[src/rtl/frame_payload_extractor_pkg.sv]
// Shared frame geometry and FSM state encoding for the payload extractor.
//   FRAME_LEN / HDR_LEN / PAYLOAD_LEN : frame layout in bytes
//   POS_W                              : width of the byte-position field
//   FIRST_PAYLOAD_POS / LAST_PAYLOAD_POS : payload position window
//   state_e                            : extractor FSM states
package frame_payload_extractor_pkg;

  localparam int FRAME_LEN         = 12;
  localparam int HDR_LEN           = 2;
  localparam int PAYLOAD_LEN       = 10;
  localparam int POS_W             = 4;
  localparam int FIRST_PAYLOAD_POS = HDR_LEN;
  localparam int LAST_PAYLOAD_POS  = FRAME_LEN - 1;

  typedef enum logic [1:0] {
    ST_IDLE    = 2'd0,
    ST_COLLECT = 2'd1,
    ST_DROP    = 2'd2
  } state_e;

endpackage

[src/rtl/frame_payload_extractor_fifo.sv]
// fa_payload_fifo: payload byte store with speculative writes.
// Bytes land at the speculative pointer; only bytes below the committed
// pointer are visible to the reader. A commit publishes everything written
// so far (including a write in the same cycle); a rollback forgets all
// uncommitted bytes.
// Ports:
//   clk, reset        clock, async active-low reset
//   wr_en, wr_data    speculative write of a 9-bit entry {last, byte}
//   commit, rollback  publish / discard uncommitted entries
//   rd_en             pop head when rd_valid
//   rd_data, rd_valid head entry and committed-occupancy-nonzero flag
//   free_space        DEPTH minus (speculative write pointer - read pointer)
module fa_payload_fifo #(
  parameter int DEPTH = 32,
  parameter int AW    = $clog2(DEPTH)
) (
  input  logic        clk,
  input  logic        reset,
  input  logic        wr_en,
  input  logic [8:0]  wr_data,
  input  logic        commit,
  input  logic        rollback,
  input  logic        rd_en,
  output logic [8:0]  rd_data,
  output logic        rd_valid,
  output logic [AW:0] free_space
);

  logic [8:0]  mem_q [DEPTH];
  logic [AW:0] wr_spec_q, wr_spec_d;
  logic [AW:0] wr_com_q,  wr_com_d;
  logic [AW:0] rd_q,      rd_d;

  assign rd_valid   = (wr_com_q != rd_q);
  assign rd_data    = mem_q[rd_q[AW-1:0]];
  assign free_space = (AW+1)'(DEPTH) - (wr_spec_q - rd_q);

  always_comb begin
    wr_spec_d = wr_spec_q;
    wr_com_d  = wr_com_q;
    rd_d      = rd_q;
    if (rollback)   wr_spec_d = wr_com_q;
    else if (wr_en) wr_spec_d = wr_spec_q + (AW+1)'(1);
    // Commit takes the post-write pointer so the final byte is included.
    if (commit)     wr_com_d  = wr_spec_d;
    if (rd_en && rd_valid) rd_d = rd_q + (AW+1)'(1);
  end

  always_ff @(posedge clk or negedge reset) begin
    if (!reset) begin
      wr_spec_q <= '0;
      wr_com_q  <= '0;
      rd_q      <= '0;
    end else begin
      wr_spec_q <= wr_spec_d;
      wr_com_q  <= wr_com_d;
      rd_q      <= rd_d;
    end
  end

  // Storage needs no reset: nothing is readable until committed.
  always_ff @(posedge clk) begin
    if (wr_en && !rollback) mem_q[wr_spec_q[AW-1:0]] <= wr_data;
  end

endmodule

[src/rtl/frame_payload_extractor.sv]
// Extracts the 10 payload bytes of each aligned frame into a FIFO, exposing
// a frame only once all of its payload has arrived in sequence.
// Ports:
//   clk, reset                 clock, async active-low reset
//   rx_data, frame_detect,
//   fr_byte_position           byte stream and alignment info from the aligner
//   out_data, out_valid,
//   out_ready, out_last        payload stream, out_last on the 10th byte
//   frames_ok, frames_dropped  saturating frame counters
//
// state      | meaning
// ST_IDLE    | waiting for payload position 2 of a locked frame
// ST_COLLECT | writing payload speculatively, expecting position prev+1
// ST_DROP    | frame rejected for lack of space, skipping to its end
module frame_payload_extractor
  import frame_payload_extractor_pkg::*;
#(
  parameter int FIFO_DEPTH = 32,
  parameter int CNT_W      = 16
) (
  input  logic             clk,
  input  logic             reset,
  input  logic [7:0]       rx_data,
  input  logic             frame_detect,
  input  logic [POS_W-1:0] fr_byte_position,
  output logic [7:0]       out_data,
  output logic             out_valid,
  input  logic             out_ready,
  output logic             out_last,
  output logic [CNT_W-1:0] frames_ok,
  output logic [CNT_W-1:0] frames_dropped
);

  localparam int AW = $clog2(FIFO_DEPTH);

  if (FIFO_DEPTH < 16 || (FIFO_DEPTH & (FIFO_DEPTH - 1)) != 0) begin : g_bad_depth
    $error("FIFO_DEPTH must be a power of two and at least 16");
  end

  state_e           state_q, state_d;
  logic [POS_W-1:0] prev_pos_q, prev_pos_d;
  logic [CNT_W-1:0] ok_q, ok_d;
  logic [CNT_W-1:0] drop_q, drop_d;

  logic        wr_en, commit, rollback;
  logic [8:0]  head;
  logic        head_valid;
  logic [AW:0] free_space;
  logic        is_payload, is_first, is_last, in_seq;

  assign is_payload = frame_detect
                   && (fr_byte_position >= POS_W'(FIRST_PAYLOAD_POS))
                   && (fr_byte_position <= POS_W'(LAST_PAYLOAD_POS));
  assign is_first   = is_payload && (fr_byte_position == POS_W'(FIRST_PAYLOAD_POS));
  assign is_last    = fr_byte_position == POS_W'(LAST_PAYLOAD_POS);
  assign in_seq     = is_payload && (fr_byte_position == prev_pos_q + POS_W'(1));

  always_comb begin
    state_d    = state_q;
    prev_pos_d = prev_pos_q;
    ok_d       = ok_q;
    drop_d     = drop_q;
    wr_en      = 1'b0;
    commit     = 1'b0;
    rollback   = 1'b0;
    case (state_q)
      ST_IDLE: begin
        if (is_first) begin
          // In IDLE the speculative pointer equals the committed one, so
          // free_space is exactly the room available for a whole payload.
          if (free_space >= (AW+1)'(PAYLOAD_LEN)) begin
            state_d    = ST_COLLECT;
            wr_en      = 1'b1;
            prev_pos_d = fr_byte_position;
          end else begin
            state_d = ST_DROP;
            if (drop_q != '1) drop_d = drop_q + CNT_W'(1);
          end
        end
      end
      ST_COLLECT: begin
        if (in_seq) begin
          wr_en      = 1'b1;
          prev_pos_d = fr_byte_position;
          if (is_last) begin
            commit  = 1'b1;
            state_d = ST_IDLE;
            if (ok_q != '1) ok_d = ok_q + CNT_W'(1);
          end
        end else begin
          rollback = 1'b1;
          state_d  = ST_IDLE;
          if (drop_q != '1) drop_d = drop_q + CNT_W'(1);
        end
      end
      ST_DROP: begin
        if (!frame_detect || is_last) state_d = ST_IDLE;
      end
      default: state_d = ST_IDLE;
    endcase
  end

  always_ff @(posedge clk or negedge reset) begin
    if (!reset) begin
      state_q    <= ST_IDLE;
      prev_pos_q <= '0;
      ok_q       <= '0;
      drop_q     <= '0;
    end else begin
      state_q    <= state_d;
      prev_pos_q <= prev_pos_d;
      ok_q       <= ok_d;
      drop_q     <= drop_d;
    end
  end

  fa_payload_fifo #(
    .DEPTH (FIFO_DEPTH),
    .AW    (AW)
  ) u_fifo (
    .clk        (clk),
    .reset      (reset),
    .wr_en      (wr_en),
    .wr_data    ({is_last, rx_data}),
    .commit     (commit),
    .rollback   (rollback),
    .rd_en      (out_ready),
    .rd_data    (head),
    .rd_valid   (head_valid),
    .free_space (free_space)
  );

  // Head is gated so unwritten storage never shows through when empty.
  assign out_valid      = head_valid;
  assign out_data       = head_valid ? head[7:0] : 8'h00;
  assign out_last       = head_valid & head[8];
  assign frames_ok      = ok_q;
  assign frames_dropped = drop_q;

endmodule

[config.mk]
export PLATFORM = sky130hd
export DESIGN_NAME = frame_payload_extractor
export DESIGN_NICKNAME = d
export VERILOG_FILES = /design/src/rtl/frame_payload_extractor_pkg.sv /design/src/rtl/frame_payload_extractor_fifo.sv /design/src/rtl/frame_payload_extractor.sv
export SDC_FILE = /design/constraint.sdc
export NUM_CORES = 1
export LEC_CHECK = 0
export ABC_AREA = 1
export BUFFER_PORTS_ARGS = -buffer_cell sky130_fd_sc_hd__buf_2
export CAP_MARGIN = 40
export CORE_MARGIN = 4
export CORE_UTILIZATION = 58
export CTS_BUF_LIST = sky130_fd_sc_hd__clkbuf_8
export DETAILED_ROUTE_END_ITERATION = 8
export PLACE_DENSITY = 0.84
export SLEW_MARGIN = 20
export SYNTH_ARGS = -nofsm -noshare
export SYNTH_HDL_FRONTEND = slang
export SYNTH_HIERARCHICAL = 1
export SYNTH_SLANG_ARGS = --single-unit
[constraint.sdc]
create_clock -name clk -period 4.15 [get_ports clk]
set_clock_uncertainty 0.1 [all_clocks]
set_input_delay 0 -clock clk [delete_from_list [all_inputs] [get_ports clk]]
set_output_delay 0 -clock clk [all_outputs]
set_load 0.01 [all_outputs]
**Word level (Yosys, flattened, before mapping)**

Memories as Yosys holds them, arrays and structs flattened.
Index checks and enable logic that the tools add are counted.

- Register bits after elaboration: 56
- Memory bits (writable): 288
- Input port bits: 16
- Output and inout port bits: 42
- Logic and storage cells: 78
- Memories: 1

- Add/sub/neg operators: 7
- Magnitude comparators: 3
- Equality and inequality tests: 15
- Mux-type cells: 29
- Bitwise logic cells: 1
- Reduce and logical (&&, ||, !) cells: 15

Memories:

| memory | words | bits a word | read ports | clocked after memory_dff | write ports | RTL line | RTL |
|---|---|---|---|---|---|---|---|
| u_fifo.mem_q | 32 | 9 | 1 | 0 | 1 | frame_payload_extractor_fifo.sv:29 | `logic [8:0] mem_q [DEPTH];` |

Operator list:

| kind | count |
|---|---|
| $mux W16 | 4 |
| $add A16 B1 Y16 const B | 2 |
| $ne A16 B16 Y1 const B | 2 |
| $pmux W16 S2 | 1 |
| $add A6 B1 Y6 const B | 2 |
| $mux W4 | 3 |
| $mux W6 | 2 |
| $ne A2 B2 Y1 const B | 6 |
| $reduce_and A4 Y1 | 3 |
| $mux W1 | 10 |
| $mux W2 | 5 |
| $mux W8 | 1 |
| $pmux W4 S2 | 1 |
| $ge A6 B4 Y1 const B | 1 |
| $logic_and A1 B1 Y1 | 6 |
| $ne A6 B6 Y1 | 1 |
| $pmux W2 S3 | 1 |
| $sub A6 B6 Y6 | 1 |
| $sub A6 B6 Y6 const A | 1 |
| $add A4 B1 Y4 const B | 1 |
| $eq A4 B2 Y1 const B | 1 |
| $eq A4 B4 Y1 | 1 |
| $eq A4 B4 Y1 const B | 1 |
| $ge A4 B2 Y1 const B | 1 |
| 11 further kinds | 12 |

**Logic depth before layout (Yosys ltp)**

Gate-level depths: netlist of run 1.

- Depth in word-level cells: 10
- Mapped depth: 25
- Gate-level depth less buffers: 22

**Hierarchy**

Netlist of run 1, hierarchy kept.

Modules (own cells, without submodules):

| module | instances | cells each | area each (sq um) | seq. area each (sq um) |
|---|---|---|---|---|
| fa_payload_fifo | 1 | 1401 | 13782.0 | 9098.7 |
| frame_payload_extractor | 1 | 382 | 2731.4 | 950.9 |

**Worst setup path before layout of run 1**

Ideal clock, no wire load.

- Path type: register -> register
- From: register u_fifo.rd_q[0]
- To: memory u_fifo.mem_q[28][0], enable pin
- Library setup time: 374 ps
- Data arrival time: 3569 ps
- Required time: 3676 ps
- Setup slack: 107 ps
- Cell stages (with the launch flop): 22
- Path buffers: 3
- Period minus slack after synthesis: 4043 ps
- Path through: dfrtp_1 -> inv_2 -> buf_4 -> buf_6 -> ha_1 -> inv_1 -> ha_1 -> fa_1 -> nand2_1 -> nand2_1 -> a21oi_1 -> xor2_1 -> nor2_1 -> and2_1 -> nor2_1 -> nand3_1 -> nand2_1 -> clkbuf_2 -> inv_1 -> nor2_1 -> nand2_1 -> nor2_1

- Word-level cells in the longest chain between the ends: 9

RTL lines:

| item | RTL line | RTL |
|---|---|---|
| from (decl) | frame_payload_extractor_fifo.sv:32 | `logic [AW:0] rd_q, rd_d;` |
| from (signal assigned) | frame_payload_extractor_fifo.sv:57 | `rd_q <= rd_d;` |
| $sub A6 B6 Y6 (2 in series) | frame_payload_extractor_fifo.sv:36 | `assign free_space = (AW+1)'(DEPTH) - (wr_spec_q - rd_q);` |
| net free_space[5] | frame_payload_extractor.sv:48 | `logic [AW:0] free_space;` |
| $ge A6 B4 Y1 | frame_payload_extractor.sv:71 | `if (free_space >= (AW+1)'(PAYLOAD_LEN)) begin` |
| $mux W1 | frame_payload_extractor.sv:71 |  |
| $mux W1 | frame_payload_extractor.sv:68 | `if (is_first) begin` |
| $pmux W1 S2 | frame_payload_extractor.sv:66 | `case (state_q)` |
| net wr_en | frame_payload_extractor.sv:45 | `logic wr_en, commit, rollback;` |
| $logic_and A1 B1 Y1 | frame_payload_extractor_fifo.sv:63 | `if (wr_en && !rollback) mem_q[wr_spec_q[AW-1:0]] <= wr_data;` |
| $mux W1 | frame_payload_extractor_fifo.sv:63 |  |
| $mux W1 (not written as such) | frame_payload_extractor_fifo.sv:63 |  |
| to (decl) | frame_payload_extractor_fifo.sv:29 |  |

The timed path passes the listed nets, and every way through them passes these cells.

**Final worst setup path of run 1**

- From: register u_fifo.wr_spec_q[1]
- To: memory u_fifo.mem_q[29][5], enable pin

- Word-level cells in the longest chain between the ends: 9

RTL lines:

| item | RTL line | RTL |
|---|---|---|
| from (decl) | frame_payload_extractor_fifo.sv:30 | `logic [AW:0] wr_spec_q, wr_spec_d;` |
| from (signal assigned) | frame_payload_extractor_fifo.sv:55 | `wr_spec_q <= wr_spec_d;` |
| $sub A6 B6 Y6 (2 in series) | frame_payload_extractor_fifo.sv:36 |  |
| net free_space[5] | frame_payload_extractor.sv:48 |  |
| $ge A6 B4 Y1 | frame_payload_extractor.sv:71 |  |
| $mux W1 | frame_payload_extractor.sv:71 |  |
| $mux W1 | frame_payload_extractor.sv:68 |  |
| $pmux W1 S2 | frame_payload_extractor.sv:66 |  |
| net wr_en | frame_payload_extractor.sv:45 |  |
| $logic_and A1 B1 Y1 | frame_payload_extractor_fifo.sv:63 |  |
| $mux W1 | frame_payload_extractor_fifo.sv:63 |  |
| $mux W1 (not written as such) | frame_payload_extractor_fifo.sv:63 |  |

The timed path passes the listed nets, and every way through them passes these cells.

==> results of run 1 <==
==> power by group <==
group,switching [mW],internal (mW)
registers,0.0910,3.83
logic,1.82,0.839
clock network,1.35,1.58
==> per-stage QoR <==
stage | util, % | setup WS (ns) | instances
after global placement | 61.7 | 0.277 | 2194
after global routing | 66.6 | -0.128 | 2316
after CTS | 66.4 | 0.126 | 2314
final | 66.6 | 0.0491 | 2316
after detailed placement | 61.7 | 0.214 | 2194
after floorplan | - | 0.107 | 1782
==> worst register-to-register path: cells and delay by family (launching register included) <==
family	cells	cell delay [ns]
flip-flops	1	0.41
AND/OR/NAND/NOR	10	1.66
AO/OA/AOI/OAI	1	0.15
adder cells (fa/ha/maj)	3	0.97
XOR/XNOR	1	0.16
buffers and inverters	3	0.36
==> sequential cells by signal, indices dropped and copies added (netlist names) <==
name              cells
u_fifo/mem_q        288
u_fifo/rd_q           6
u_fifo/wr_com_q       6
state_q               2
u_fifo/wr_spec_q      6
frames_ok            16
prev_pos_q            4
frames_dropped       16
==> what timing repair did <==
action                                 in CTS  in global routing
hold buffers                               18                  0
endpoints found under the hold margin     325                  0
buffers inserted                            0                  0
setup endpoints to repair                   0                216
==> area by class of cell <==
cell class / instances / area (sq um) / area share [%]
well taps: 378 / 473 / 2.54
multi-input cells: 1097 / 5060 / 27.2
flip-flops and latches: 344 / 10100 / 54.0
clock buffers: 59 / 812 / 4.37
clock inverters: 43 / 318 / 1.71
inverters: 271 / 1020 / 5.48
repair buffers: 124 / 866 / 4.65
==> placed cells by master, fill, tap and decap left out, types with 33 or more instances in the layout <==
cell	n
nand2_1	589
edfxtp_1	288
inv_1	268
nand3_1	195
nor2_1	143
clkbuf_8	59
buf_2	57
dfrtp_1	54
buf_4	47
o21ai_0	33
==> path summary, 6_finish.rpt <==
kind                                      from                  end  depth (start not counted)
min in group asynchronous                reset   u_fifo/wr_com_q[0]                          4
max reg2reg                u_fifo/wr_spec_q[1]  u_fifo/mem_q[29][5]                         18
max in group asynchronous                reset       u_fifo/rd_q[0]                          4
max                        u_fifo/wr_spec_q[1]  u_fifo/mem_q[29][5]                         18
min                        fr_byte_position[2]        prev_pos_q[2]                          4
min reg2reg                  frames_dropped[1]    frames_dropped[1]                          2
==> routing by layer <==
layer,part of all wire [%],routed length [um],global-route usage [%]
met1,41,16600,35.6
met4,3.2,1270,9.77
met5,0,0,0
met3,9.0,3590,4.27
met2,46,18600,40.8
==> metrics.csv, run 1 <==
metric,value,unit
Min Hold Slack,0.124,ns
critical-path maximum fanout,9,
initial antenna violation count,0,
Avg Inst Size Synth,9.26,sq um
Resized Gates After CTS,0,
I/O pin total,58,
I/O Buffers,57,
Fin Setup TNS,0,ns
first-pass GRT wire length,62.7,mm
leakage,8.64,nW
unrepaired setup endpoints after global routing,yes,
vias in the first global route,12200,
worst reg2reg setup slack,0.05,ns
Placement Cell Area,17200,sq um
Least-Margin Pin Slew,0.857,ns
drt first-iter violations,1566,
Row Count,61,
CP endpoint kind,register,
Max Cap Viol,0,
Final #Nets,1926,
slowest CP cell,nand2_1,
number of buffers created by CTS,54,
total die area,31200,sq um
TritonRoute pass-1 iters,5,
endpoints failing hold,0,
starting density of the core,59.1,%
critical path type,reg -> reg,
Final ANT Viol Nets,0,
Mapped Nets,1816,
DP Wirelength,24.5,mm
Overall Global Routing Usage,25.6,%
status,finished clean,
Root Buffer,clkbuf_8,
CP Data Required Time,4.35,ns
Worst-path clk slew,0.06,ns
peak supply drop,308,uV
critical path cell sequence,inv_1 -> ha_1 -> ha_1 -> fa_1 -> nand2_1 -> nand2_1 -> a21oi_1 -> xor2_1 -> nor2_1 -> and2_1 -> nor2_1 -> nand3_1 -> nand2_1 -> inv_1 -> nor2_1 -> nand2_1 -> nor2_1 -> buf_4,
Vias,12600,
Period minus WS final,4.10,ns
Top Family by Delay on Critical Path,simple AND/OR/NAND/NOR gates,
worst path bufs/invs,3,
final instance area,18600,sq um
Pins Over Slew Limit,0,
Die W,177,um
Tot Pwr,9.51,mW
clock sink count,344,
PwrDens,511,nW/um^2
Slew HR,42.8,%
Diodes inserted,0,
layout cell share with drive strength beyond 1,11.1,%
Hold Crit Class,in -> reg,
H-tree depth,2,
crit start category,register,
CTS max path bufs,3,
final setup fails,0,
drc violations,0,
mapped cell area,16500,sq um
clock latency at the later pin of the worst-skew pair,0.58,ns
CORE AREA,27900,sq um
"Area growth, synth to finish",12.7,%
vias per cell,5.44,
Die H,177,um
largest net degree at the start of global routing,78,
Gate Count Post-Synth,1782,
Final Wtd Congestion,0.951,
final worst-path cycle share,98.8,%
yosys warns,6,
global route total overflow,0,
CTS tree,done,
Crit path largest cell delay,0.44,ns
Critical Path AT,4.30,ns
wire per inst,17.3,um
Fmax,244,MHz
fillcell total,2141,
DRT Wirelength,40.1,mm
(Power assumes the default switching activity.)
==> run 2: changes to the inputs <==
--- a/config.mk
+++ b/config.mk
@@ -5,14 +5,13 @@
 export SDC_FILE = /design/constraint.sdc
 export NUM_CORES = 1
 export LEC_CHECK = 0
-export ABC_AREA = 1
 export BUFFER_PORTS_ARGS = -buffer_cell sky130_fd_sc_hd__buf_2
 export CAP_MARGIN = 40
 export CORE_MARGIN = 4
 export CORE_UTILIZATION = 58
-export CTS_BUF_LIST = sky130_fd_sc_hd__clkbuf_8
+export CTS_BUF_LIST = sky130_fd_sc_hd__clkbuf_4
 export DETAILED_ROUTE_END_ITERATION = 8
-export PLACE_DENSITY = 0.84
+export PLACE_DENSITY = 0.85
 export SLEW_MARGIN = 20
 export SYNTH_ARGS = -nofsm -noshare
 export SYNTH_HDL_FRONTEND = slang
==> run 2 against run 1 <==
Net effect: area after synthesis decreased by 12%; via count decreased by 33%; global-route usage decreased by 2.6 points; non-clock buffer count decreased by 9; critical endpoint is now u_fifo/mem_q[3][8]; die area decreased by 12%; combinational power increased by 16%; worst hold slack got worse by 0.038 ns; cell count decreased by 40%; total power increased by 1.7%; first-iteration DRC count decreased by 31%; largest power group unchanged; setup slack improved by 0.17 ns.
==> metrics.csv, run 2 <==
metric,value,unit,change
clock sink count,344,,unchanged
critical-path maximum fanout,9,,unchanged
reg2reg end,u_fifo/mem_q[3][8],,
largest net degree at the start of global routing,57,,-27%
Final Wtd Congestion,0.955,,+0.41%
vias per cell,6.16,,+13%
Cells on Worst Hold Path,3,,-1
starting density of the core,59.3,%,+0.17 points
CTS max path bufs,3,,unchanged
initial antenna violation count,1,,+1
yosys warns,6,,unchanged
Min Hold Slack,0.0854,ns,-0.0382 ns
Least-Margin Pin Slew,0.718,ns,-0.140 ns
Gate Count Post-Synth,838,,-53%
Hold Crit Class,in -> reg,,
clock latency at the later pin of the worst-skew pair,0.70,ns,+0.12 ns
endpoints failing hold,0,,unchanged
Tot Pwr,9.67,mW,+1.7%
critical path cell sequence,inv_1 -> ha_1 -> ha_1 -> fa_1 -> a21o_1 -> a21oi_1 -> xnor2_1 -> o311ai_1 -> nor2_1 -> nor2_1 -> inv_1 -> nand2_1 -> or2_2 -> nor2_4,,
Placed Cells,1215,,-45%
Die W,166,um,-6.0%
PwrDens,583,nW/um^2,+14%
max reg flops,288,,unchanged
hold_sp,fr_byte_position[1],,
"Area growth, synth to finish",14.5,%,
final setup fails,0,,unchanged
fin worst setup slack,0.222,ns,+0.173 ns
Crit path largest cell delay,0.51,ns,+0.07 ns
leakage,6.02,nW,-30%
CTS tree,done,,
Final ANT Viol Nets,0,,unchanged
final worst-path cycle share,94.7,%,-4.2 points
DP Wirelength,19.4,mm,-21%
global route total overflow,0,,unchanged
number of buffers created by CTS,82,,+52%
Critical Path AT,4.17,ns,-0.13 ns
most frequent cells in the layout,"edfxtp_1 (288), clkbuf_4 (110), buf_2 (57)",,
Avg Inst Size Synth,17.3,sq um,+87%
post-layout util,67.9,%,+1.3 points
final instance area,16600,sq um,-11%
Max Cap Viol,0,,unchanged
Period minus WS final,3.93,ns,-0.173 ns
Root Buffer,clkbuf_4,,
"most common cell after layout, fill and taps aside",edfxtp_1,,
slowest CP cell,or2_2,,
Fmax,255,MHz,+4.4%
reg2reg start,u_fifo/wr_spec_q[1],,
vias in the first global route,8525,,-30%
CP endpoint kind,register,,
Fin Setup TNS,0,ns,unchanged
total die area,27600,sq um,-12%
Non-Filler Instances,1380,,-40%
Overall Global Routing Usage,22.9,%,-2.6 points
I/O Buffers,57,,unchanged
peak supply drop,501,uV,+62%
crit start category,register,,
first-pass GRT wire length,49.2,mm,-21%
critical path type,reg -> reg,,
Vias,8496,,-33%
H-tree depth,3,,+1
Mapped Nets,872,,-52%
DRT Wirelength,31.5,mm,-21%
Worst-path clk slew,0.07,ns,about the same
mapped cell area,14500,sq um,-12%
unrepaired setup endpoints after global routing,no,,
wire per inst,22.8,um,+32%
status,finished clean,,
Die H,166,um,-6.0%
layout cell share with drive strength beyond 1,29.3,%,+18 points
Pins Over Slew Limit,0,,unchanged
CORE AREA,24500,sq um,-12%
I/O pin total,58,,unchanged
"Endpoint, Worst Hold",prev_pos_q[1],,
drt first-iter violations,1087,,-31%
drc violations,0,,unchanged
Placement Cell Area,15300,sq um,-11%
Final #Nets,1032,,-46%
DP Worst Slack,0.110,ns,-0.104 ns
path depth of the worst reg2reg path,14,,-4
Row Count,57,,-6.6%
CP Data Required Time,4.40,ns,+0.05 ns
TritonRoute pass-1 iters,6,,+1
worst reg2reg setup slack,0.22,ns,+0.17 ns
Slew HR,52.2,%,+9.3 points
crit path launch,u_fifo/wr_spec_q[1],,
[run 2: worst max-delay path by stage]
stage	end	slack, ns	depth (start not counted)
4_1_cts	u_fifo/mem_q[14][2]	0.04	15
2_1_floorplan	u_fifo/mem_q[30][0]	-0.02	20
3_5_place_dp	u_fifo/mem_q[14][2]	0.11	15
6_report	u_fifo/mem_q[3][8]	0.22	14
5_1_grt	u_fifo/mem_q[3][8]	0.006	14
3_3_place_gp	u_fifo/mem_q[14][2]	0.36	15
[run 2: layout make-up]
type                            count  area, sq um
Sequential cell                   344        10100
Fill cell                        1538         7860
Multi-Input combinational cell    444         4230
Timing Repair Buffer              115          843
Clock buffer                      109          818
Tap cell                          324          405
Clock inverter                     32          205
Inverter                           11         41.3
Antenna cell                        1         2.50
[run 2: routing by layer]
metal	track usage, %	vias to the layer above	share of wire, %	wire [um]
li1	-	3699	-	-
met1	31.2	4238	39	12300
met2	36.2	482	49	15400
met3	6.14	77	8.8	2780
met4	8.64	0	3.1	986
met5	0	-	0	0
[run 2: worst max-delay path, delay by kind of cell, from the launching register on]
family | cells | cell delay (ns)
XOR/XNOR | 1 | 0.18
AO/OA/AOI/OAI | 3 | 0.50
buffers and inverters | 2 | 0.21
flip-flops | 1 | 0.43
adder cells (fa/ha/maj) | 3 | 0.94
AND/OR/NAND/NOR | 5 | 1.19
[run 2: power breakdown]
group / total, mW / switching (mW) / leakage (nW) / internal (mW)
Clock: 2.68 / 1.31 / 0.592 / 1.36
Sequential: 3.90 / 0.0777 / 3.35 / 3.83
Combinational: 3.09 / 1.74 / 2.08 / 1.35
Total: 9.67 / 3.13 / 6.02 / 6.54
[run 2: what timing repair did]
item	CTS	global route
hold buffers	18	0
endpoints found under the setup margin	0	230
buffers inserted	0	3
gates resized for setup	0	6
hold endpoints to repair	365	0
